$ cat src/rtl/fir_channel_scheduler.sv
// Round-robin scheduler sharing one multi-context FIR among NUM_CH sample streams.
// Issued channel tags are queued in order so that returning results can be labelled.
module fir_channel_scheduler #(
  parameter int NUM_CH    = 4,
  parameter int DATA_W    = 16,
  parameter int OUT_W     = 32,
  parameter int BURST     = 4,
  parameter int TAG_DEPTH = 16,
  localparam int CH_W     = (NUM_CH > 1) ? $clog2(NUM_CH) : 1,
  localparam int CNT_W    = $clog2(TAG_DEPTH) + 1
) (
  input  logic                     clk,
  input  logic                     reset,
  input  logic [NUM_CH*DATA_W-1:0] s_axis_ch_tdata,
  input  logic [NUM_CH-1:0]        s_axis_ch_tvalid,
  output logic [NUM_CH-1:0]        s_axis_ch_tready,
  output logic [DATA_W-1:0]        m_axis_fir_tdata,
  output logic [CH_W-1:0]          m_axis_fir_tuser,
  output logic                     m_axis_fir_tvalid,
  input  logic                     m_axis_fir_tready,
  input  logic [OUT_W-1:0]         s_axis_fir_tdata,
  input  logic                     s_axis_fir_tvalid,
  output logic                     s_axis_fir_tready,
  output logic [OUT_W-1:0]         m_axis_out_tdata,
  output logic [CH_W-1:0]          m_axis_out_tid,
  output logic                     m_axis_out_tvalid,
  input  logic                     m_axis_out_tready,
  output logic [CNT_W-1:0]         tag_count,
  output logic                     err_orphan
);

  localparam int PTR_W = $clog2(TAG_DEPTH);
  localparam int BC_W  = $clog2(BURST) + 1;

  typedef enum logic {IDLE, SERVE} state_t;

  state_t            state, state_nxt;
  logic [CH_W-1:0]   grant, grant_nxt, rr_ptr, rr_ptr_nxt, ptr_after;
  logic [BC_W-1:0]   burst_cnt, burst_cnt_nxt;
  logic [CH_W:0]     arb;
  logic              issue, pop, tag_full, tag_empty, granted_valid;
  logic [CH_W-1:0]   tag_mem [TAG_DEPTH];
  logic [PTR_W-1:0]  wr_ptr, rd_ptr;

  // Returns {found, index}: first set request at or after start, wrapping.
  function automatic logic [CH_W:0] pick(input logic [NUM_CH-1:0] req,
                                         input logic [CH_W-1:0]   start);
    logic            found;
    logic [CH_W-1:0] idx;
    int              c;
    found = 1'b0;
    idx   = '0;
    for (int i = 0; i < NUM_CH; i++) begin
      c = int'(start) + i;
      if (c >= NUM_CH) c -= NUM_CH;
      if (!found && req[CH_W'(c)]) begin
        found = 1'b1;
        idx   = CH_W'(c);
      end
    end
    return {found, idx};
  endfunction

  assign tag_full      = (tag_count == CNT_W'(TAG_DEPTH));
  assign tag_empty     = (tag_count == '0);
  assign granted_valid = s_axis_ch_tvalid[grant];
  assign ptr_after     = (grant == CH_W'(NUM_CH - 1)) ? '0 : grant + CH_W'(1);

  always_ff @(posedge clk) begin
    if (reset) begin
      state     <= IDLE;
      grant     <= '0;
      rr_ptr    <= '0;
      burst_cnt <= '0;
    end else begin
      state     <= state_nxt;
      grant     <= grant_nxt;
      rr_ptr    <= rr_ptr_nxt;
      burst_cnt <= burst_cnt_nxt;
    end
  end

  always_comb begin
    state_nxt         = state;
    grant_nxt         = grant;
    rr_ptr_nxt        = rr_ptr;
    burst_cnt_nxt     = burst_cnt;
    arb               = '0;
    issue             = 1'b0;
    m_axis_fir_tdata  = '0;
    m_axis_fir_tuser  = '0;
    m_axis_fir_tvalid = 1'b0;
    s_axis_ch_tready  = '0;
    case (state)
      IDLE: begin
        arb = pick(s_axis_ch_tvalid, rr_ptr);
        if (arb[CH_W]) begin
          grant_nxt     = arb[CH_W-1:0];
          burst_cnt_nxt = '0;
          state_nxt     = SERVE;
        end
      end
      SERVE: begin
        m_axis_fir_tdata        = s_axis_ch_tdata[grant*DATA_W +: DATA_W];
        m_axis_fir_tuser        = grant;
        m_axis_fir_tvalid       = granted_valid & ~tag_full;
        s_axis_ch_tready[grant] = m_axis_fir_tready & ~tag_full;
        issue                   = m_axis_fir_tvalid & m_axis_fir_tready;
        if (issue) burst_cnt_nxt = burst_cnt + BC_W'(1);
        // Searching from grant+1 leaves the current grant last, so it only wins when alone.
        if ((issue && burst_cnt == BC_W'(BURST - 1)) || !granted_valid) begin
          rr_ptr_nxt    = ptr_after;
          burst_cnt_nxt = '0;
          arb           = pick(s_axis_ch_tvalid, ptr_after);
          if (arb[CH_W]) grant_nxt = arb[CH_W-1:0];
          else           state_nxt = IDLE;
        end
      end
      default: state_nxt = IDLE;
    endcase
  end

  assign pop               = s_axis_fir_tvalid & s_axis_fir_tready;
  assign m_axis_out_tdata  = s_axis_fir_tdata;
  assign m_axis_out_tid    = tag_empty ? '0 : tag_mem[rd_ptr];
  assign m_axis_out_tvalid = s_axis_fir_tvalid & ~tag_empty;
  assign s_axis_fir_tready = m_axis_out_tready & ~tag_empty;

  always_ff @(posedge clk) begin
    if (issue) tag_mem[wr_ptr] <= grant;
  end

  always_ff @(posedge clk) begin
    if (reset) begin
      wr_ptr     <= '0;
      rd_ptr     <= '0;
      tag_count  <= '0;
      err_orphan <= 1'b0;
    end else begin
      if (issue) wr_ptr <= wr_ptr + PTR_W'(1);
      if (pop)   rd_ptr <= rd_ptr + PTR_W'(1);
      case ({issue, pop})
        2'b10:   tag_count <= tag_count + CNT_W'(1);
        2'b01:   tag_count <= tag_count - CNT_W'(1);
        default: tag_count <= tag_count;
      endcase
      if (s_axis_fir_tvalid && tag_empty) err_orphan <= 1'b1;
    end
  end

endmodule

$ cat config.mk
export PLATFORM = sky130hd
export DESIGN_NAME = fir_channel_scheduler
export DESIGN_NICKNAME = d
export VERILOG_FILES = /design/src/rtl/fir_channel_scheduler.sv
export SDC_FILE = /design/constraint.sdc
export NUM_CORES = 1
export LEC_CHECK = 0
export ABC_CLOCK_PERIOD_IN_PS = 3500
export BUFFER_PORTS_ARGS = -buffer_cell sky130_fd_sc_hd__buf_2
export CAP_MARGIN = 20
export CORE_MARGIN = 2
export CORE_UTILIZATION = 32
export CTS_BUF_LIST = sky130_fd_sc_hd__clkbuf_2 sky130_fd_sc_hd__clkbuf_4 sky130_fd_sc_hd__clkbuf_8
export CTS_CLUSTER_SIZE = 30
export DETAILED_ROUTE_END_ITERATION = 8
export PLACE_DENSITY_LB_ADDON = 0.1
export REMOVE_ABC_BUFFERS = 1
export SYNTH_ARGS = -nofsm -noshare
export SYNTH_HDL_FRONTEND = slang
export SYNTH_SLANG_ARGS = --single-unit
$ cat constraint.sdc
create_clock -name clk -period 3.5 [get_ports clk]
set_input_delay 0.875 -clock clk [delete_from_list [all_inputs] [get_ports clk]]
set_output_delay 0.875 -clock clk [all_outputs]
set_load 0.05 [all_outputs]
==> summary.txt <==
Timing
  – Relative slew slack: 0.650
  – Least-Margin Pin Slew: 0.525 ns
  – Pins Over Slew Limit: 0
  – Setup Viol. Count Final: 0
  – Final hold viol count: 0
  – RSZ-0062 raised after global routing: false
  – Post-layout min period: 3.11 ns
  – Hold_ws: 0.473 ns
  – Total Negative Setup Slacks: 0 ns
  – Final period utilization: 0.888
  – Max Freq: 0.322 GHz
  – Max Clock Skew: 0.00615 ns

Clocking
  – Post-CTS Setup Inserts: 0
  – Clock insertion delay at the later pin of the skew report: 0.33 ns
  – Num Clock Sinks: 58
  – Hold Buf Count CTS: 0
  – Clock transition at path regs: 0.06 ns
  – TritonCTS clock tree: yes
  – Clock Tree Buf Depth: 2
  – Inserted Clock Buffers: 9
  – H-tree depth: 3
  – CTS Root Cell: clkbuf_8
  – Resized Gates After CTS: 0

Layout
  – Filler Cells Inserted: 1091
  – Area growth syn-to-layout: 16.8%
  – FF+latch area: 1480 sq um
  – N_diodes: 0
  – Share of layout cells above drive strength 1: 0.399
  – Most frequent cells in the layout: 105 x buf_2, 37 x nor2_1, 32 x edfxtp_1
  – Final core utilization: 0.387
  – Most common cell after layout, fill and taps aside: buf_2
  – Layout Nets: 520
  – Multi-input combinational cell area: 1790 sq um

Synth
  – Register area share after synthesis: 0.407
  – Cells after Synth: 328
  – Synth area leader: edfxtp_1
  – Synth Warn #: 0
  – Syn Area/Cell: 11.1 sq um
  – Post-synth cell types: 48
  – Post-synth top area share: 0.264
  – Number of synthesized flops with an enable pin: 32
  – Synth top area cells: edfxtp_1 26%, mux4_2 17%, dfxtp_1 14%
  – Post-Syn Area: 3640 sq um
  – Ys flop type: edfxtp_1
  – Share of flip-flops with an asynchronous set or reset: 0
  – Yosys reg bits: 58

Worst setup path
  – CP Launch Type: register
  – Critical path class: register to primary output
  – Critical Path RT: 2.62 ns
  – Crit-path max cell delay: 0.58 ns
  – Critical path origin: grant[0]
  – RR Startpoint: tag_count[1]
  – Critical-path top delay cell: dfxtp_2
  – Crit path DAT: 2.23 ns
  – Crit-path cells: buf_4 -> mux4_2 -> and2_1 -> buf_2
  – CP Buf/Inv Count: 2
  – Top delay family on crit path: buffers and inverters
  – Crit-path max FO: 25
  – Crit path capture type: primary output

GRT
  – Antenna violations before repair: 0
  – Overflow after GRT: 0
  – Number of global-route vias before repair: 2733
  – Pin count of the biggest net entering global routing: 37
  – Total track usage: 0.157
  – Global-route wire length before repair: 15000 um

Drt
  – Post-route antenna net violation count: 0
  – Detailed Routing Iterations Pass 1: 4
  – DR iter-0 viols: 81
  – Routed WL: 9470 um
  – Routed len/inst: 17.3 um
  – Vias: 2695
  – Detailed-route DRC error count: 0
  – Vias per cell: 4.94

Floorplanning
  – Boundary Pins: 170
  – Die Wd: 111 um
  – Die area: 12200 sq um
  – Starting density of the core: 0.332
  – Core area: 11000 sq um
  – Total number of placement rows: 38
  – Die Ht: 111 um

Placement
  – Buffers on Ports: 105
  – DPL Wire Length: 7200 um
  – Routability cong.: 0.858

Power
  – Maximum resistive drop on vdd: 0.000157 V
  – P_leak: 1.78 nW
  – Tot Pwr: 1.88 mW
  – Power Dens Cells: 442 nW/um^2

Run
  – Maxcap violations: 0

Outcome
  – Status: complete, no violations

Min path
  – Hold Path Class: register to register
  – Hold path startpoint: err_orphan
-- Yosys cell counts (2+ instances only) --
master,n
nand2_1,16
and3_1,4
buf_2,5
buf_1,3
nor2b_1,7
a21o_1,4
or3_1,2
buf_6,2
nor3_1,8
and2_1,16
nor2_1,37
a221oi_1,2
nand3_1,4
xor2_1,7
xnor2_1,3
inv_1,10
a31oi_1,3
o21ai_0,3
a21oi_1,10
ha_1,14
dfxtp_1,26
edfxtp_1,32
buf_4,33
mux2i_1,7
mux4_2,27
clkbuf_1,7
o21bai_1,3
o31ai_1,2
nand3b_1,3
nand2b_1,10
-- power by group --
| group | switching, mW | internal [mW] |
|---|---|---|
| combinational | 0.310 | 0.202 |
| sequential | 0.0294 | 0.746 |
| clock | 0.244 | 0.347 |
| total | 0.584 | 1.30 |
-- stage by stage --
stage / setup slack [ns] / instances / area (sq um)
after floorplan: -0.153 / 278 / 3310
after global placement: 0.260 / 530 / 4060
after detailed placement: 0.216 / 530 / 4060
after CTS: 0.319 / 546 / 4250
after global routing: 0.177 / 546 / 4250
final: 0.392 / 546 / 4250
-- layout make-up --
cell class                      count  share of cell area
Clock buffer                       12              0.0344
Multi-Input combinational cell    209               0.420
Timing Repair Buffer              112               0.136
Tap cell                          140              0.0412
Sequential cell                    58               0.349
Clock inverter                      4              0.0100
Inverter                           11             0.00971
-- registers in the layout, indices dropped and copies added (netlist names), named ones only --
| name | cells |
|---|---|
| burst_cnt | 3 |
| err_orphan | 1 |
| grant | 2 |
| rd_ptr | 4 |
| rr_ptr | 2 |
| state | 1 |
| tag_count | 5 |
| tag_mem | 32 |
| wr_ptr | 4 |
-- final timing paths --
| check | end | depth (start not counted) | slack, ns |
|---|---|---|---|
| max | m_axis_fir_tdata[1] | 4 | 0.39 |
| min | err_orphan | 2 | 0.47 |
| max reg2reg | tag_count[4] | 10 | 0.65 |
| min reg2reg | err_orphan | 2 | 0.47 |
-- routing by layer --
layer,global-route usage,up-vias,routed length [um]
met2,0.231,131,4250
met3,0.107,17,1220
met4,0.0475,4,144
met5,0.0542,-,91
met1,0.180,1254,3760
li1,-,1289,-
-- worst register-to-register path: cells and delay by family (launching register included) --
kind	cells	cell delay [ns]
buf+inv	1	0.08
flops	1	0.40
xor+xnor	1	0.15
compound gates	4	0.72
mux	1	0.35
fa+ha+maj	2	0.46
simple gates	1	0.57
-- cells by family (layout without fill, tap and decap cells) --
logic type	Yosys count	count (layout)	synth area share
AOI/OAI and AO/OA	37	37	0.0698
adders and majority gates	14	14	0.0481
buffers and inverters	61	139	0.103
DFF	58	58	0.407
and+or+nand+nor	113	113	0.159
muxes	35	35	0.189
xor gates and xnor gates	10	10	0.0241
No activity file was read; power rests on OpenSTA's default activity.
